[config.mk]
export PLATFORM = sky130hd
export DESIGN_NAME = click_decoder
export DESIGN_NICKNAME = d
export VERILOG_FILES = /design/src/rtl/click_decoder.sv
export SDC_FILE = /design/constraint.sdc
export NUM_CORES = 1
export LEC_CHECK = 0
export ABC_AREA = 0
export BUFFER_PORTS_ARGS = -buffer_cell sky130_fd_sc_hd__buf_4
export CORE_AREA = 3 3 67 69
export CTS_BUF_LIST = sky130_fd_sc_hd__clkbuf_16
export CTS_CLUSTER_SIZE = 28
export DETAILED_ROUTE_END_ITERATION = 10
export DIE_AREA = 0 0 70 72
export GPL_TIMING_DRIVEN = 0
export SLEW_MARGIN = 15
export SYNTH_ARGS = -nofsm -noshare
export SYNTH_HDL_FRONTEND = slang
export SYNTH_SLANG_ARGS = --single-unit
export TNS_END_PERCENT = 10
[constraint.sdc]
create_clock -name clk -period 3.5 [get_ports clk]
set_input_delay 0.7 -clock clk [delete_from_list [all_inputs] [get_ports clk]]
set_output_delay 0.7 -clock clk [all_outputs]
set_load 0.1 [all_outputs]
[src/rtl/click_decoder.sv]
// Groups one-cycle press pulses into single/double/triple-click events and holds
// each event on a valid/ready interface until the consumer takes it.
module click_decoder #(
   parameter int WINDOW    = 25_000_000,
   parameter int WINW      = 25,
   parameter int MAXCLICKS = 3,
   parameter int CW        = 2
) (
   input  logic          clk,
   input  logic          rst,
   input  logic          pulse_in,
   input  logic          click_ready,
   output logic          click_valid,
   output logic [CW-1:0] click_count,
   output logic          busy,
   output logic          drop,
   output logic [1:0]    fsm_state
);

   // Handshake: click_valid/click_count are held stable until a cycle with
   // click_valid=1 and click_ready=1; that edge completes the transfer.
   // click_ready while click_valid=0 has no effect.

   typedef enum logic [1:0] {
      IDLE  = 2'd0,
      COUNT = 2'd1,
      HOLD  = 2'd2
   } state_t;

   localparam logic [WINW-1:0] WIN_LAST = WINW'(WINDOW - 1);
   localparam logic [CW-1:0]   CNT_MAX  = CW'(MAXCLICKS);
   localparam logic [CW-1:0]   CNT_ONE  = CW'(1);

   // A fresh event with a one-click limit is already complete.
   localparam state_t FIRST_STATE = (MAXCLICKS == 1) ? HOLD : COUNT;

   state_t          state;
   logic [CW-1:0]   cnt;
   logic [WINW-1:0] timer;
   logic [CW-1:0]   cnt_inc;

   assign cnt_inc = cnt + CNT_ONE;

   always_ff @(posedge clk or negedge rst) begin
      if (!rst) begin
         state <= IDLE;
         cnt   <= '0;
         timer <= '0;
         drop  <= 1'b0;
      end else begin
         drop <= 1'b0;
         case (state)
            IDLE: begin
               if (pulse_in) begin
                  cnt   <= CNT_ONE;
                  timer <= '0;
                  state <= FIRST_STATE;
               end
            end

            COUNT: begin
               if (pulse_in) begin
                  // A pulse on the last window cycle still extends the event.
                  cnt   <= cnt_inc;
                  timer <= '0;
                  if (cnt_inc == CNT_MAX) begin
                     state <= HOLD;
                  end
               end else if (timer == WIN_LAST) begin
                  timer <= '0;
                  state <= HOLD;
               end else begin
                  timer <= timer + 1'b1;
               end
            end

            HOLD: begin
               if (click_ready) begin
                  timer <= '0;
                  if (pulse_in) begin
                     cnt   <= CNT_ONE;
                     state <= FIRST_STATE;
                  end else begin
                     cnt   <= '0;
                     state <= IDLE;
                  end
               end else if (pulse_in) begin
                  drop <= 1'b1;
               end
            end

            default: begin
               state <= IDLE;
               cnt   <= '0;
               timer <= '0;
            end
         endcase
      end
   end

   assign click_valid = (state == HOLD);
   assign click_count = (state == HOLD) ? cnt : '0;
   assign busy        = (state != IDLE);
   assign fsm_state   = state;

endmodule
After elaboration in Yosys (flattened, before gate mapping)
Index checks and enable logic that the tools add are counted.

Reduce and logical (&&, ||, !) cells: 5. Eq/ne operators: 9. Add/subtract/negate cells: 2. Muxes and demuxes: 18.

Operators by type and width (count): 25-bit two-way mux (4); 25-bit case mux with 3 select lines (1); 25-bit by 1-bit adder with 25-bit output (second input constant) (1); 25-bit equality test (second input constant) (1); 2-bit two-way mux (7); 2-bit case mux with 3 select lines (2); 2-bit inequality test (second input constant) (3); 3-bit inequality test (second input constant) (2); 2-bit equality test (second input constant) (2); 1-bit two-way mux (4); 4-bit AND reduction (1); 3-bit AND reduction (1); 2-bit by 1-bit adder with 2-bit output (second input constant) (1); 2-bit by 1-bit equality test with 1-bit output (second input constant) (1); 2-bit logical NOT (1); 2-bit AND reduction (1); 2-bit nonzero test (1).

Bits of input ports: 4. Flip-flop bits (word level): 30.

Longest topological paths before layout
Word-level depth: 5. Gate-level depth with buffers: 8.

Worst setup path after synthesis
OpenSTA, ideal clock, no wires.

Kind: reg-to-output. Start point: reg state[1], in the netlist fsm_state[1]. End point: out click_count[0]. Path slack: -533 ps. Cell stages (with the launch flop): 3. Data arrival time: 3333 ps. Buffers on the path: 0. Cell sequence: dfrtp_1 > inv_1 > nor3_1.

Word-level cells in the longest chain between the ends: 2.

Ends and longest elaborated chain: start: declaration (RTL line 37) `state_t state;`; start signal: assignment (RTL line 46) `state <= IDLE;`; start signal: assignment (RTL line 57) `state <= FIRST_STATE;`; start signal: assignment (RTL line 67) `state <= HOLD;`; 2-bit equality test (RTL line 102) `assign click_count = (state == HOLD) ? cnt : '0;`; 2-bit two-way mux (RTL line 102); end: declaration (RTL line 14) `output logic [CW-1:0] click_count,`.

Every way passes these cells.

Worst setup path after layout
Start point: reg state[0], in the netlist fsm_state[0]. End point: out click_count[0].

The elaborated chain is that of the path after synthesis.

==> metrics.txt <==
adder-cell share of the synthesized area=1.416%; pin count of the biggest net entering global routing=31; Post-Synth XOR/XNOR Area=4.462%; length of the first detailed-routing pass in iterations=4; hold-fix buffers at CTS=0; Ports=11; initial antenna violation count=0; proportion of synthesized area in mux cells=2.337%; worst slew slack as a fraction of its limit=slightly above 60%; gate count of the mapped netlist=190; Initial Util=44.49%; number of clock buffers inserted by TritonCTS=5; Avg Inst Size Synth=between 9 and 10 um^2; kind of capture point of the worst setup path=primary output; dominant combinational cell family by area after synthesis=simple AND/OR/NAND/NOR gates; total number of placement rows=23; fraction of final layout cells sized beyond drive strength 1=around 18%; largest vdd supply drop=0.4327 mV; post-route clock skew=0.007412 ns; Max H-tree Level=2; most frequently used cell type in the post-synthesis netlist=sky130_fd_sc_hd__dfrtp_1; kind of start point of the critical path=register; actual transition at the worst max-transition pin=0.5717 ns; number of hold violations in the final report=0; sequential area share after synthesis=42.49%; final design instance area without fill=0.002034 mm^2; post-detailed-placement half-perimeter wirelength=2804 um; GRT Residual Overflow=0; required time of the critical path=2.80 ns; fraction of the core area covered by cells at the end of the flow=between 50 and 60%; top post-synthesis cells by count=sky130_fd_sc_hd__dfrtp_1 (30), sky130_fd_sc_hd__nor2_1 (21), sky130_fd_sc_hd__nand2_1 (15), sky130_fd_sc_hd__nand4_1 (15), sky130_fd_sc_hd__a31oi_1 (11); maximum buffer depth of the clock tree=2; fraction of synthesized cell area taken by the top area cell type=42.49%; post-route non-filler standard cell count=257; run status=completed; Die Span X=roughly 70 um; critical-path cell with the highest stage delay=sky130_fd_sc_hd__dfrtp_1; placer congestion estimate=0.8709; number of buffers inserted to repair setup after CTS=0; number of pins with negative max-slew slack in the final report=0; post-route antenna net violation count=0; share of async-settable or async-resettable flops after synthesis=100.0%; highest clock frequency the design can meet=455.4 MHz; register bit total from synthesis=30; wirelength, routed=around 4100 um; count of warnings emitted by yosys=0; predominant post-synthesis flop cell=sky130_fd_sc_hd__dfrtp_1; routed via count divided by cell count=slightly below 6; number of fillers in the final layout=387; Synth cell types=between 40 and 50; Cell Chain, Critical Path=clkbuf_1 > nor3_1 > buf_4; Nets=212; clock edge transition at the registers on the reported setup and hold paths=0.05 ns; Post-Synth Simple-Gate Area=between 20 and 30%; via count of the first global-routing pass=between 1000 and 1500; TritonCTS clock tree=yes; Cell Pwr Density=between 500 and 600 mW/mm^2; leakage power summed over all cells=0.0008714 uW; placeable core area=0.003971 mm^2; Sinks on Clock Net=30; top cell type by total area after synthesis=sky130_fd_sc_hd__dfrtp_1; Worst Hold Class=input port to async pin; # placed instances=249; data arrival time of the critical path=~1.5 ns; Net Count, Synth=196; DRT iter0 DRCs=between 100 and 150; count of cells resized by post-cts repair=0; power consumption=1090 uW; post-synthesis cell area=0.001767 mm^2; worst setup path category=register to primary output; max capacitance violation total=0; highest net fanout along the worst path=10; delay of the slowest critical-path stage=between 0.4 and 0.5 ns; unrepaired setup endpoints after global routing=false; PortBufs=9; global-route wire length before repair=a little over 7000 um; floorplan die area=0.005040 mm^2; final clock period utilization by the worst path=62.74%; leading cell types by total area after synthesis=sky130_fd_sc_hd__dfrtp_1 (42%), sky130_fd_sc_hd__nand4_1 (5.3%), sky130_fd_sc_hd__nor2_1 (4.5%); Ant. Diodes=0; Die Y=72 um; post-detailed-placement cell area=0.001897 mm^2; synth-to-layout area growth=15.16%; DRC errors left=0; Final min period=around 2.2 ns; final routed wire length divided by cell count=15.84 um; compound-cell area share of the yosys netlist=14.59%; clock insertion delay at the later pin of the skew report=0.28 ns; via count=1483; Post-synth EDFFs=0; overall routing resource usage=17.89%; number of failing setup endpoints in the final timing report=0; root cell of the clock tree=sky130_fd_sc_hd__clkbuf_16
==> report_power, final <==
part	switching, uW	internal (uW)	leakage (uW)
clock network	151	256	0.0000724
registers	31.4	375	0.000410
logic	189	87.4	0.000389
==> final timing paths <==
| check | start | to | slack, ns | depth (start not counted) |
|---|---|---|---|---|
| max | fsm_state[0] | click_count[0] | 1.30 | 3 |
| min | rst | timer[3] | 0.35 | 1 |
| max reg2reg | timer[0] | timer[23] | 1.43 | 7 |
| min reg2reg | timer[18] | timer[18] | 0.52 | 1 |
| max in group asynchronous | rst | timer[21] | 2.87 | 1 |
| min in group clk | timer[18] | timer[18] | 0.52 | 1 |
==> metrics by stage <==
step	setup TNS [ns]	setup WS (ns)	hold slack, ns
after floorplan	-1.067	-0.5333	0.4044
after CTS	0	1.299	0.3632
after global routing	0	1.218	0.3855
after detailed placement	0	1.239	0.5022
final	0	1.304	0.3491
after global placement	0	1.277	0.4979
==> layout by cell type, fill, tap and decap left out, types with 2 or more instances in the layout <==
| master | instances |
|---|---|
| sky130_fd_sc_hd__or3_4 | 2 |
| sky130_fd_sc_hd__xor2_1 | 7 |
| sky130_fd_sc_hd__a31oi_1 | 11 |
| sky130_fd_sc_hd__inv_1 | 7 |
| sky130_fd_sc_hd__dfrtp_1 | 30 |
| sky130_fd_sc_hd__xnor2_1 | 2 |
| sky130_fd_sc_hd__nor2_1 | 21 |
| sky130_fd_sc_hd__buf_2 | 3 |
| sky130_fd_sc_hd__ha_1 | 2 |
| sky130_fd_sc_hd__nor3_1 | 8 |
| sky130_fd_sc_hd__a22o_1 | 3 |
| sky130_fd_sc_hd__clkbuf_1 | 2 |
| sky130_fd_sc_hd__a21oi_1 | 7 |
| sky130_fd_sc_hd__and3_2 | 2 |
| sky130_fd_sc_hd__buf_4 | 11 |
| sky130_fd_sc_hd__nand4_1 | 15 |
| sky130_fd_sc_hd__clkbuf_16 | 5 |
| sky130_fd_sc_hd__nand3_1 | 8 |
| sky130_fd_sc_hd__and2_1 | 3 |
| sky130_fd_sc_hd__o22ai_1 | 2 |
| sky130_fd_sc_hd__clkbuf_8 | 2 |
| sky130_fd_sc_hd__nand2_1 | 15 |
| sky130_fd_sc_hd__and3_1 | 3 |
| sky130_fd_sc_hd__o21ai_0 | 7 |
| sky130_fd_sc_hd__mux2i_1 | 3 |
| sky130_fd_sc_hd__a41oi_1 | 2 |
==> logic make-up (layout without fill, tap and decap cells) <==
family,count (synthesis),in the layout
AO/OA/AOI/OAI,39,39
adder cells (fa/ha/maj),2,2
AND/OR/NAND/NOR,91,91
buffers and inverters,15,32
XOR/XNOR,9,9
multiplexers,4,4
flip-flops,30,30
==> cell type report <==
cell class	instances	area, um^2	share of cell area (%)
Timing Repair Buffer	9	67.56	3.321
Clock inverter	3	12.51	0.6150
Buffer	9	65.06	3.198
Clock buffer	5	125.1	6.150
Inverter	6	22.52	1.107
Sequential cell	30	750.7	36.90
Tap cell	50	62.56	3.075
Multi-Input combinational cell	145	928.4	45.63
==> worst max-delay path, delay by kind of cell (launching register included) <==
kind,cells,cell delay [ns]
buffers and inverters,2,0.55
DFF,1,0.41
and+or+nand+nor,1,0.25
==> sequential cells by signal, indices dropped and copies added, names as in the netlist <==
name       flops
fsm_state      2
cnt            2
timer         25
drop           1
==> layer usage <==
metal | share of wire, % | vias to the layer above | track usage, %
li1 | - | 729 | -
met1 | 49 | 716 | 24.69
met2 | 46 | 30 | 27.60
met3 | 3.3 | 8 | 3.463
met4 | 1.9 | 0 | 7.660
met5 | 0 | - | 0
(Power assumes the default switching activity.)
